### src/rtl/rvfi_imem_pkg.sv
// Shared types and constants for the formal-harness instruction memory responder.
package rvfi_imem_pkg;

    // One 16-bit instruction halfword
    typedef logic [15:0] imem_half_t;

    // Payload held in each response queue entry
    typedef struct packed {
        logic [31:0] data;
        logic        err;
    } imem_rsp_t;

    // Byte distance between the two halfword lanes of a fetched word
    localparam int IMEM_HALF_BYTES = 2;

    // Pick the checker's halfword on an address hit, otherwise the free fill halfword
    function automatic imem_half_t lane_pick(input logic hit, input imem_half_t match,
                                             input imem_half_t fill);
        return hit ? match : fill;
    endfunction

endpackage

### src/rtl/rvfi_imem_rspq.sv
// In-order response queue. Each entry carries an age counter that saturates at
// LATENCY; the head may only leave once it has aged that far.
module rvfi_imem_rspq
    import rvfi_imem_pkg::*;
#(
    parameter int DEPTH   = 4,
    parameter int LATENCY = 1
) (
    input  logic      clock,
    input  logic      reset,
    input  logic      push,
    input  imem_rsp_t push_rsp,
    input  logic      pop,
    output logic      full,
    output logic      empty,
    output logic      head_ready,
    output imem_rsp_t head_rsp
);

    localparam int          AW      = $clog2(DEPTH);
    localparam logic [2:0]  AGE_MAX = 3'(LATENCY);

    // Index bits plus one wrap bit so full and empty are told apart by compare
    logic [AW:0]     wr_ptr;
    logic [AW:0]     rd_ptr;
    logic [AW-1:0]   wr_idx;
    logic [AW-1:0]   rd_idx;
    imem_rsp_t       mem [DEPTH];
    logic [2:0]      age [DEPTH];
    logic            do_push;
    logic            do_pop;

    assign wr_idx  = wr_ptr[AW-1:0];
    assign rd_idx  = rd_ptr[AW-1:0];
    assign empty   = (wr_ptr == rd_ptr);
    assign full    = (wr_ptr[AW] != rd_ptr[AW]) && (wr_idx == rd_idx);
    // Guard locally so a misbehaving caller cannot corrupt the pointers
    assign do_push = push && !full;
    assign do_pop  = pop && head_ready;

    assign head_ready = !empty && (age[rd_idx] == AGE_MAX);
    // Empty queue presents zeros rather than stale payload
    assign head_rsp   = empty ? '0 : mem[rd_idx];

    // Read/write pointer advance; reset discards every entry in flight
    always_ff @(posedge clock) begin
        if (reset) begin
            wr_ptr <= '0;
            rd_ptr <= '0;
        end else begin
            if (do_push) wr_ptr <= wr_ptr + 1'b1;
            if (do_pop)  rd_ptr <= rd_ptr + 1'b1;
        end
    end

    // Payload storage; contents of free slots are never observed
    always_ff @(posedge clock) begin
        if (do_push) mem[wr_idx] <= push_rsp;
    end

    // Per-slot aging: the push cycle itself counts as the first cycle of age,
    // so a request accepted in cycle t is ready in cycle t+LATENCY
    always_ff @(posedge clock) begin
        for (int i = 0; i < DEPTH; i++) begin
            if (reset) begin
                age[i] <= '0;
            end else if (do_push && (wr_idx == AW'(i))) begin
                age[i] <= 3'd1;
            end else if (age[i] != AGE_MAX) begin
                age[i] <= age[i] + 3'd1;
            end
        end
    end

endmodule

### src/rtl/rvfi_imem_responder.sv
// Fetch responder for the formal harness: halfwords at imem_addr return
// imem_data, all others return free fill data, through a latency/backpressure queue.
module rvfi_imem_responder
    import rvfi_imem_pkg::*;
#(
    parameter int XLEN    = 32,
    parameter int DEPTH   = 4,
    parameter int LATENCY = 1
) (
    input  logic            clock,
    input  logic            reset,
    input  logic [XLEN-1:0] imem_addr,
    input  logic [15:0]     imem_data,
    input  logic [31:0]     fill_data,
    input  logic            req_valid,
    output logic            req_ready,
    input  logic [XLEN-1:0] req_addr,
    output logic            rsp_valid,
    input  logic            rsp_ready,
    output logic [31:0]     rsp_data,
    output logic            rsp_err
);

    logic [XLEN-1:0] lane1_addr;
    logic            hit0;
    logic            hit1;
    logic            misaligned;
    imem_rsp_t       push_rsp;
    imem_rsp_t       head_rsp;
    logic            q_full;
    logic            q_empty;
    logic            q_head_ready;
    logic            push;
    logic            pop;

    // Upper lane address wraps modulo 2^XLEN
    assign lane1_addr = req_addr + XLEN'(IMEM_HALF_BYTES);
    assign hit0       = (req_addr == imem_addr);
    assign hit1       = (lane1_addr == imem_addr);
    assign misaligned = req_addr[0];

    // Build the response payload at acceptance; misaligned fetches pass fill through
    always_comb begin
        push_rsp = '0;
        if (misaligned) begin
            push_rsp.data = fill_data;
            push_rsp.err  = 1'b1;
        end else begin
            push_rsp.data[15:0]  = lane_pick(hit0, imem_data, fill_data[15:0]);
            push_rsp.data[31:16] = lane_pick(hit1, imem_data, fill_data[31:16]);
            push_rsp.err         = 1'b0;
        end
    end

    // No pass-through when full: a pop frees a slot only for the next cycle
    assign req_ready = !q_full && !reset;
    assign push      = req_valid && req_ready;
    assign rsp_valid = q_head_ready && !reset;
    assign pop       = rsp_valid && rsp_ready;
    assign rsp_data  = reset ? 32'd0 : head_rsp.data;
    assign rsp_err   = reset ? 1'b0  : head_rsp.err;

    rvfi_imem_rspq #(
        .DEPTH   (DEPTH),
        .LATENCY (LATENCY)
    ) u_rspq (
        .clock      (clock),
        .reset      (reset),
        .push       (push),
        .push_rsp   (push_rsp),
        .pop        (pop),
        .full       (q_full),
        .empty      (q_empty),
        .head_ready (q_head_ready),
        .head_rsp   (head_rsp)
    );

    // q_empty is folded into head_ready/head_rsp inside the queue
    logic unused_ok;
    assign unused_ok = q_empty;

endmodule

### config.mk
export PLATFORM = sky130hd
export DESIGN_NAME = rvfi_imem_responder
export DESIGN_NICKNAME = d
export VERILOG_FILES = /design/src/rtl/rvfi_imem_pkg.sv /design/src/rtl/rvfi_imem_rspq.sv /design/src/rtl/rvfi_imem_responder.sv
export SDC_FILE = /design/constraint.sdc
export NUM_CORES = 1
export LEC_CHECK = 0
export CORE_ASPECT_RATIO = 0.7
export CORE_MARGIN = 4
export CORE_UTILIZATION = 53
export DETAILED_ROUTE_END_ITERATION = 12
export PLACE_DENSITY = 0.83
export SYNTH_ARGS = -nofsm -noshare
export SYNTH_HDL_FRONTEND = slang
export SYNTH_SLANG_ARGS = --single-unit
### constraint.sdc
create_clock -name clock -period 3.2 [get_ports clock]
set_input_delay 0.64 -clock clock [delete_from_list [all_inputs] [get_ports clock]]
set_output_delay 0.64 -clock clock [all_outputs]
set_load 0.01 [all_outputs]
# Yosys cells after proc, flatten, opt, wreduce, memory -nomap -nowiden
# Memory sizes are Yosys's and may differ from the RTL's. A register that Yosys moved wholly into a read port is not among the register bits.
# Cells that the tools add are included.
word_totals:
  reg_bits: 6
  mem_bits_rw: 144
  in_bits: 116
  out_inout_bits: 35
  wordCells: 98
  mem_count: 2
mem_list:
  columns: ["memory", "depth", "width", "read_ports", "rd_clocked_by_memory_dff", "write_ports", "line_no", "rtl"]
  rows:
  - ["u_rspq.mem", 4, 33, 1, 1, 1, "rvfi_imem_rspq.sv:28", "imem_rsp_t mem [DEPTH];"]
  - ["u_rspq.age", 4, 3, 5, 1, 4, "rvfi_imem_rspq.sv:29", "logic [2:0] age [DEPTH];"]
classes:
  n_addsub: 7
  eq_ne: 13
  n_mux: 50
  bitwise_logic: 8
  n_reduce_logical: 16
op_table:
  columns: ["operator", "n"]
  rows:
  - ["33-bit two-way mux", 2]
  - ["32-bit equality test", 2]
  - ["1-bit two-way mux", 33]
  - ["32-bit by 2-bit adder with 32-bit output, second input constant", 1]
  - ["16-bit two-way mux", 2]
  - ["32-bit two-way mux", 1]
  - ["3-bit two-way mux", 8]
  - ["3-bit by 1-bit adder with 3-bit output, second input constant", 6]
  - ["1-bit logical AND", 12]
  - ["3-bit by 1-bit inequality test with 1-bit output, second input constant", 4]
  - ["2-bit two-way mux", 4]
  - ["1-bit OR", 8]
  - ["2-bit equality test, second input constant", 2]
  - ["3-bit by 1-bit equality test with 1-bit output, second input constant", 1]
  - ["3-bit equality test", 1]
  - ["1-bit zero test", 3]
  - ["2-bit by 1-bit equality test with 1-bit output, second input constant", 1]
  - ["2-bit equality test", 1]
  - ["2-bit zero test", 1]
  - ["1-bit inequality test", 1]

# Longest topological paths before layout
logic_depth:
  ltp_word: 12
  ltp_mapped: 9
  mapped_depth_nobuf: 8

# Hierarchy
# Synthesis repeated with hierarchy kept, for this count alone.
unflattened:
  cells_unflattened: 603
  area_unflattened_um2: 8226.6
by_module_without_submodules:
  columns: ["mod", "instances", "cells_each", "area_per_inst_um2", "seq_area_each_um2"]
  rows:
  - ["rvfi_imem_rspq", 1, 330, 6236.0, 4484.3]
  - ["rvfi_imem_responder", 1, 273, 1990.7, 0.0]

# Worst setup path before layout
# OpenSTA, ideal clock, no wires.
synth_path:
  kind: "input to register"
  startpoint: "input req_addr[1]"
  endpoint: "memory u_rspq.mem[0][22] in the netlist's numbering (data pin)"
  arrival_ps: 2674
  t_required_ps: 2936
  setup_slack_ps: 262
  stages: 8
  path_buffers: 1
  path_cell_list: "ha_1 xnor2_1 nand3_1 or4_4 a2111oi_4 nand4_4 buf_6 mux2_4"
synth_rtl:
  columns: ["element", "line_no", "rtl"]
  rows:
  - ["from (decl)", "rvfi_imem_responder.sv:17", "input logic [XLEN-1:0] req_addr,"]
  - ["to (decl)", "rvfi_imem_rspq.sv:28", null]

==> metrics <==
Clk Tree Root Cell clkbuf_16; post-synthesis net count just under 700; HPWL after DPL around 15,000 um; post-synthesis async set-or-reset flop share 0%; portion of the post-synthesis area used by sequential elements a little under three fifths; max-cap check violation count 0; synth cell count leaders edfxtp_1, nor2b_1, mux4_2, xnor2_1, mux2_2; cell area after synthesis 7840 um2; ports placed on the boundary roughly 150; deepest clock path buffer count 2; insertion delay to the later sink of the worst-skew pair 0.44 ns; global route total overflow 0; count of flip-flops with a built-in enable after synthesis 144; top area cells in the synthesized netlist edfxtp_1, mux4_2, mux2_2, xnor2_1, nor2b_1; number of instances in the synthesized netlist around 540; global-route wire length before repair approximately 33,000 um; leakage power figure between 3 and 4 nW; highest achievable clock rate approximately 320 MHz; Initial Utilization about 55%; Global Route Usage Sum a little over a quarter; starting DRC count in detailed routing between 500 and 600; Detailed Routing Iterations Pass 1 5; dominant synthesized flop cell edfxtp_1; status complete, no violations; CTS Hold Bufs 0; hold path startpoint u_rspq.rd_ptr[2]; fin util roughly 77%; filler instances between 800 and 900; clock tree from TritonCTS built; Site Rows 36; average cell area after synthesis approximately 14 um2; pin count of the biggest net entering global routing 36; Area Growth Syn to Fin 39.5%; number of vias per cell after detailed routing about 5.9; Hold Path Class reg2reg; crit path launch type flip-flop; Post-Route Setup TNS 0 ns; library cell with the largest summed area after synthesis edfxtp_1; multi-input logic area 3270 um2; #FFs+latches synth around 150; CTS HTree Levels 4; total clock buffers created by CTS 17; core region area approximately 14,000 um2; launch instance of the worst register-to-register path u_rspq.wr_ptr[0]; clock transition at the registers of the reported paths approximately 0.08 ns; Worst Path Max Fanout 20; Die X-Extent 153 um; Final Max Slew Viols 0; number of endpoints failing setup at the final stage 0; number of antenna violations at the first check in global routing 0; DRC viols 0; area taken by flip-flops and latches 4490 um2; pre-CTS WS -0.464 ns; Yosys top cell area share 55.1%; remaining number of nets flagged by the antenna check after routing 0; height of the die between 100 and 150 um; Arrival @ worst endpoint between 2 and 2.5 ns; worst slack on hold paths between 0.5 and 0.6 ns; total of buffers placed on input and output ports 150; Cell variety after synth 60; average wire per cell in the routed design 22.3 um; cell with the most instances after synthesis edfxtp_1; vias in the first global route roughly 5.9k; drt total wl between 20,000 and 25,000 um; maximum clock skew at final layout 0.0154 ns; Critical Path Sink Type primary output; routed via count 5,771; final worst-path cycle share ~98%; final setup slack of the worst path 0.0675 ns; fin nets roughly 910; Crit Path Category reg2out; Period minus WS final between 3 and 4 ns; placer congestion estimate ~0.9; actual slew at the worst max-slew pin 0.568 ns; antenna diode count 0; Hold Fails Final Rpt 0; max_slew headroom 62.1%; floorplan die area approximately 17,000 um2; Worst VDD drop roughly 440 uV; fraction of layout instances using a drive strength above 1 a little over a quarter; critical path data required time between 2 and 3 ns; total number of clock tree sinks about 150; total chip power between 5 and 6 mW; total number of yosys warnings 0; PwrDens 499 nW/um2
kinds of logic (layout without fill, tap and decap cells):
family                     after synthesis  after routing  synth area share (%)
muxes                                   71             71                  15.3
DFF                                    152            152                  57.2
buffers and inverters                   36            287                  1.85
xor gates and xnor gates                47             47                  5.34
and+or+nand+nor                        177            177                  13.3
adders and majority gates               14             14                  2.23
AOI/OAI and AO/OA                       46             46                  4.74
layout make-up:
cell class | instances | share of cell area, %
Sequential cell | 152 | 41.0
Clock inverter | 15 | 1.93
Tap cell | 190 | 2.17
Timing Repair Buffer | 237 | 20.5
Clock buffer | 17 | 3.89
Multi-Input combinational cell | 355 | 29.9
Inverter | 18 | 0.618
power breakdown:
group | leakage [nW] | switching [mW] | internal, mW
Sequential | 1.40 | 0.0991 | 2.32
Combinational | 2.12 | 0.454 | 0.519
Clock | 0.303 | 0.934 | 1.13
critical path, stage by stage (launching register included):
cell and delay, ns:
dfxtp_2 0.69, buf_4 0.30, mux4_2 0.23, nor2b_1 0.23
clkdlybuf4s50_1 0.59
cell usage in the layout (no fill, tap or decap), types with 3 or more instances in the layout:
master and count:
nand2b_1 6, clkdlybuf4s50_1 150, nor2b_1 38, nor3_1 10
and3_1 6, dfxtp_1 6, mux2_4 10, o31ai_1 5
nand2_1 22, edfxtp_1 144, o22ai_1 3, ha_1 13
a21oi_1 7, mux2i_1 4, buf_12 7, inv_1 16
nand4_1 13, nor2_1 20, xnor2_1 28, and2_1 4
clkinv_8 7, inv_8 3, or3_1 3, o21ai_0 5
nand3_1 15, nor4_1 13, buf_4 80, clkbuf_16 17
o211ai_1 5, mux2_2 24, nand3b_1 3, xor2_1 17
mux4_2 33
metal layers:
layer,part of all wire (%),vias up,track usage [%]
li1,-,2618,-
met1,40,2843,33.8
met2,50,269,44.9
met3,7.6,41,6.49
met4,2.2,0,7.69
met5,0,-,0
sequential cells by signal (all words and copies together), names as in the netlist, named ones only:
name	flops
u_rspq.mem	132
u_rspq.age	12
u_rspq.rd_ptr	3
u_rspq.wr_ptr	3
timing repair:
action / 4_1_cts / 5_1_grt
hold endpoints to repair: 0 / 0
gates resized for setup: 1 / 8
setup endpoints to repair: 34 / 70
pin swaps: 1 / 2
buffers inserted: 4 / 1
stage by stage:
step | instances | cell area (um2)
after floorplan | 543 | 7840
after global placement | 947 | 10200
after detailed placement | 947 | 10200
after CTS | 983 | 10900
after global routing | 984 | 10900
final | 984 | 10900
final timing paths:
check                endpoint  slack (ns)  cells after the start
max reg2reg  u_rspq.age[2][2]        0.91                      8
min          u_rspq.rd_ptr[2]        0.56                      2
min reg2reg  u_rspq.rd_ptr[2]        0.56                      2
max              rsp_data[20]        0.07                      4
(Power assumes the default switching activity.)
==> RTL edit 1, RTL diff (config.mk and constraints unchanged) <==
Make the reset (`reset`) asynchronous in one clocked block.
--- a/src/rtl/rvfi_imem_rspq.sv
+++ b/src/rtl/rvfi_imem_rspq.sv
@@ -43,7 +43,7 @@
     assign head_rsp   = empty ? '0 : mem[rd_idx];
 
     // Read/write pointer advance; reset discards every entry in flight
-    always_ff @(posedge clock) begin
+    always_ff @(posedge clock or posedge reset) begin
         if (reset) begin
             wr_ptr <= '0;
             rd_ptr <= '0;
Behaviour: no difference found for any inputs over 4 cycles, from zero or initial values and one cycle with reset high; that may be too few to reach the edited logic, so the function may still have changed.
==> RTL edit 1 against the original RTL <==
  * Worst hold slack got worse by 0.041 ns
  * Sequential cell count down 2
  * Non-clock buffer count down 8
  * Routed wire length down 6.6%
  * Clock skew decreased by 0.0045 ns
  * Count of clock-buffer cells in the layout unchanged
  * Global-route usage decreased by 1.6 points
  * Area after synthesis down 0.65%
  * Worst setup slack better by 0.0021 ns
  * Fmax about the same
  * Cell count is 2.3% lower
  * Design area decreased by 1.7%
  * Via count shrank 1.8%
  * Critical path type is now input pin to register
  * Critical endpoint is now u_rspq.mem[2][28]
  * Highest routed layer unchanged
Power is not compared: it rests on default switching activity, and its combinational part moved more than twofold at a synthesized area within 25%.
==> RTL edit 1: results (changes against the original RTL) <==
Drt
  • DRT met1 WL: 8652 um (-2.1%)
  • DR WL/cell: 21.33 um (-4.4%)
  • Initial drt markers: 560 (+7.1%)
  • Metal2 WL: 9960 um (-9.2%)
  • Drt pass-1 iters: 6 (+1)
  • Met3 WL: 1447 um (-14%)

Setup path
  • R2R setup slack: 1.02 ns (+0.11 ns)
  • FF-to-FF Start: u_rspq.rd_ptr[0]
  • CP arrival: 3.30 ns (+0.81 ns)
  • CP max FO: 16 (-20%)

Global routing
  • Number of global-route vias before repair: 5744 (-3.4%)
  • First-pass GRT wire length: 30960 um (-5.6%)

Yosys
  • Asr flop ratio synth: 4.000% (+4.0 points)
  • Post-synthesis mux area share: 15.69% (+0.34 points)
  • Post-synthesis xor/xnor area fraction: 5.283% (-0.061 points)
  • Syn_nets: 661 (-1.8%)
  • Seq/Total Area, Yosys: 57.42% (+0.25 points)
  • Largest cells by area after synthesis: edfxtp_1 (55%), mux4_2 (9.5%), mux2_2 (3.3%)
  • Synth Area in Compound Gates: 4.143% (-0.60 points)
  • Synth Area in Adders: 2.248% (+0.015 points)

Place
  • Dpl hpwl: 14300 um (-7.0%)
  • Routability cong.: 0.8814 (-0.46%)

Run status
  • Status: finished, final reports clean

Final layout
  • Nets: 888 (-2.5%)
  • Fill count: 882 (+7.0%)

STA
  • Fin Hold WS: 0.5190 ns (-0.04074 ns)
  • Max Clock Skew: 0.01087 ns (-0.004548 ns)
[RTL edit 1: cell count changes after synthesis, sizes merged, moves of 4 or more]
cell / change
dfrtp: +6
a21oi: -4
o21ai: -4
o211ai: -5
nor4b: +5
a31oi: +5
dfxtp: -8
[RTL edit 1: cell families (layout without fill, tap and decap cells)]
family          Yosys count  count (layout)
buf+inv                  36             276
compound gates           39              39
simple gates            172             172
flops                   150             150
mux                      73              73
xor+xnor                 47              47
fa+ha+maj                14              14
[RTL edit 1: cell type report]
| class | count | area [um2] | share of cell area [%] |
|---|---|---|---|
| Timing Repair Buffer | 229 | 2182 | 20.29 |
| Inverter | 15 | 56.30 | 0.5235 |
| Sequential cell | 150 | 4477 | 41.62 |
| Clock buffer | 17 | 425.4 | 3.955 |
| Clock inverter | 15 | 146.4 | 1.361 |
| Multi-Input combinational cell | 345 | 3231 | 30.04 |
| Tap cell | 190 | 237.7 | 2.210 |
[RTL edit 1: timing repair]
item / CTS / global route
endpoints found under the setup margin: 0 / 71
buffers inserted: 0 / 6
gates resized for setup: 0 / 12
[RTL edit 1: worst paths after layout]
check,depth (start not counted),endpoint
min in group asynchronous,3,u_rspq.rd_ptr[2]
max in group asynchronous,3,u_rspq.rd_ptr[1]
worst max-delay path,11,u_rspq.mem[2][28]
worst min register to register,1,u_rspq.rd_ptr[2]
worst min-delay path,1,u_rspq.rd_ptr[2]
worst max register to register,7,u_rspq.mem[3][16]
[RTL edit 1: through the flow]
stage	setup TNS, ns	power, uW	instance area (um2)	worst slack, ns	cells
after floorplan	0	4075	7792	0.1223	531
after global placement	-19.54	5121	10080	-0.3186	923
after detailed placement	-26.96	5223	10080	-0.4292	923
after CTS	0	7177	10650	0.01622	955
after global routing	-0.005522	7517	10760	-0.002369	961
final	0	7183	10760	0.06964	961
[RTL edit 1: critical path, cell delays in order]
cell and delay, ns:
clkdlybuf4s50_1 0.53, buf_4 0.14, nand4_1 0.14, nor4_2 0.30, buf_4 0.20, and3_1 0.16, a31oi_1 0.11, a2111oi_4 0.40
nand4_4 0.14, buf_12 0.18, mux2_4 0.33
[RTL edit 1: per-layer routing]
metal | global-route usage [%] | up-vias
met5 | 0 | -
met4 | 8.646 | 0
met3 | 4.642 | 46
met2 | 40.69 | 273
met1 | 33.23 | 2797
li1 | - | 2549
[RTL edit 1: where the power goes]
| part | internal [uW] | switching, uW | leakage, uW | total, uW |
|---|---|---|---|---|
| registers | 2500 | 177 | 0.00140 | 2670 |
| clock network | 1090 | 822 | 0.000277 | 1910 |
| logic | 1390 | 1210 | 0.00215 | 2600 |
==> RTL edit 2, RTL diff (same flow settings) <==
Made on the original files. `DEPTH` is set to 4 in 2 places; all go to 8.
--- a/src/rtl/rvfi_imem_rspq.sv
+++ b/src/rtl/rvfi_imem_rspq.sv
@@ -3,7 +3,7 @@
 module rvfi_imem_rspq
     import rvfi_imem_pkg::*;
 #(
-    parameter int DEPTH   = 4,
+    parameter int DEPTH   = 8,
     parameter int LATENCY = 1
 ) (
     input  logic      clock,
--- a/src/rtl/rvfi_imem_responder.sv
+++ b/src/rtl/rvfi_imem_responder.sv
@@ -4,7 +4,7 @@
     import rvfi_imem_pkg::*;
 #(
     parameter int XLEN    = 32,
-    parameter int DEPTH   = 4,
+    parameter int DEPTH   = 8,
     parameter int LATENCY = 1
 ) (
     input  logic            clock,
Check against the original RTL: not equivalent (Yosys sat finds a counterexample within 10 cycles, from zero or initial values and one cycle with reset high).
==> RTL edit 2 against the original RTL <==
  * Routed wire length is 65% higher
  * Worst setup slack got worse by 0.049 ns
  * Sequential cell count grew 147
  * Critical path depth rose by 1
  * Power is 71% higher
  * Area after synthesis increased by 75%
  * Design area up 62%
==> RTL edit 2: results (changes against the original RTL) <==
Run status
  • Status: finished, final reports clean

Clock tree
  • Num CTS Buffers: 27 (+10)
  • CTS Buffer Depth: 3 (+1)
  • CTS Root Cell: clkbuf_16
  • Worst-path clk slew: 0.06 ns (-0.02 ns)
  • Depth of the CTS H-tree: 1 (-3)

Global routing
  • Largest net degree at the start of global routing: 35 (-2.8%)
  • Met2 usage: 39.60% (-5.3 points)
  • M1 GR Usage: 32.61% (-1.2 points)
  • Gr usage total: 23.96% (-2.3 points)
  • First-pass GRT wire length: 52670 um (+61%)

Setup path
  • Crit path capture: rsp_data[25]
  • CP max FO: 16 (-20%)
  • R2R setup slack: 0.83 ns (-0.08 ns)
  • Type of origin of the critical path: register
  • CP max stage delay: 0.55 ns (-0.14 ns)
  • Slowest cell on crit path: mux4_2
  • Critical R2R Capture: u_rspq.rd_ptr[3]
  • Top delay family on crit path: multiplexers

STA
  • Fin Hold WS: 0.5431 ns (-0.01667 ns)
  • Worst Tran Pin Value: 0.6228 ns (+0.05458 ns)
  • Setup ws final: 0.01846 ns (-0.04905 ns)
  • Max Clock Skew: 0.006973 ns (-0.008440 ns)

Drt
  • Met3 WL: 3483 um (+110%)
  • Via count: 8911 (+54%)
  • Initial drt markers: 1089 (+110%)
  • Drt pass-1 iters: 5 (unchanged)
  • Metal2 WL: 17400 um (+59%)
  • DRT met1 WL: 14080 um (+59%)
  • DR WL/cell: 24.95 um (+12%)

Yosys
  • Seq/Total Area, Yosys: 64.55% (+7.4 points)
  • Largest cells by area after synthesis: edfxtp_1 (63%), mux4_2 (11%), mux2i_1 (3.1%)
  • Syn_nets: 974 (+45%)
  • Synth warnings: 0 (unchanged)
  • Yosys cell types: 56 (-6.7%)
  • Post-synth EDFFs: 288 (+100%)

Place
  • Dpl hpwl: 22730 um (+48%)
  • Routability cong.: 0.9006 (+1.7%)
  • IO buf count: 150 (unchanged)

Final layout
  • Fill count: 1512 (+83%)
  • Fraction of final layout cells sized beyond drive strength 1: 26.80% (+0.35 points)
  • Nets: 1243 (+36%)
  • Largest regs: u_rspq.mem x264, u_rspq.age x24

Pwr
  • Static leakage power: 0.006251 uW (+64%)

Min path
  • Hold wc startpoint: u_rspq.wr_ptr[3]
  • Hold endpoint: u_rspq.wr_ptr[3]
-- RTL edit 2: cell count changes after synthesis, moves of 6 or more --
| cell | unedited run | this run |
|---|---|---|
| nand2_1 | 22 | 29 |
| mux2i_1 | 4 | 43 |
| nor2_1 | 20 | 68 |
| nand3b_1 | 3 | 10 |
| ha_1 | 14 | 24 |
| nor3b_1 | 3 | 11 |
| mux4_2 | 33 | 68 |
| edfxtp_1 | 144 | 288 |
| buf_1 | 2 | 13 |
| nor2b_1 | 38 | 14 |
| nor4_1 | 14 | 8 |
| nor3_1 | 11 | 20 |
-- RTL edit 2: cells by family after synthesis --
logic type | share of synthesized area [%]
buffers and inverters | 1.475
AND/OR/NAND/NOR | 9.089
AO/OA/AOI/OAI | 2.423
XOR/XNOR | 2.933
flip-flops | 64.55
multiplexers | 17.34
adder cells (fa/ha/maj) | 2.186
-- RTL edit 2: where the power goes --
part | switching [uW] | internal [uW] | leakage [uW] | total [uW]
Sequential | 162 | 4540 | 0.00275 | 4710
Clock | 1380 | 1780 | 0.000411 | 3160
Combinational | 734 | 741 | 0.00309 | 1480
Total | 2270 | 7070 | 0.00625 | 9340
-- RTL edit 2: through the flow --
stage,cells,instance area [um2]
final,1448,17750
after global routing,1448,17750
after CTS,1436,17510
after detailed placement,1381,16520
after global placement,1381,16520
after floorplan,834,13750
-- RTL edit 2: layout make-up --
class	instances	area [um2]	area share, %
Sequential cell	299	8881	50.04
Multi-Input combinational cell	484	4825	27.18
Timing Repair Buffer	273	2715	15.30
Clock buffer	30	686.9	3.870
Tap cell	325	406.6	2.291
Clock inverter	19	167.7	0.9446
Inverter	18	67.56	0.3807
-- RTL edit 2: timing repair --
action	4_1_cts	5_1_grt
gates cloned	2	1
setup buffers	4	11
endpoints found under the setup margin	156	236
resized for setup	22	33
pin swaps	0	5
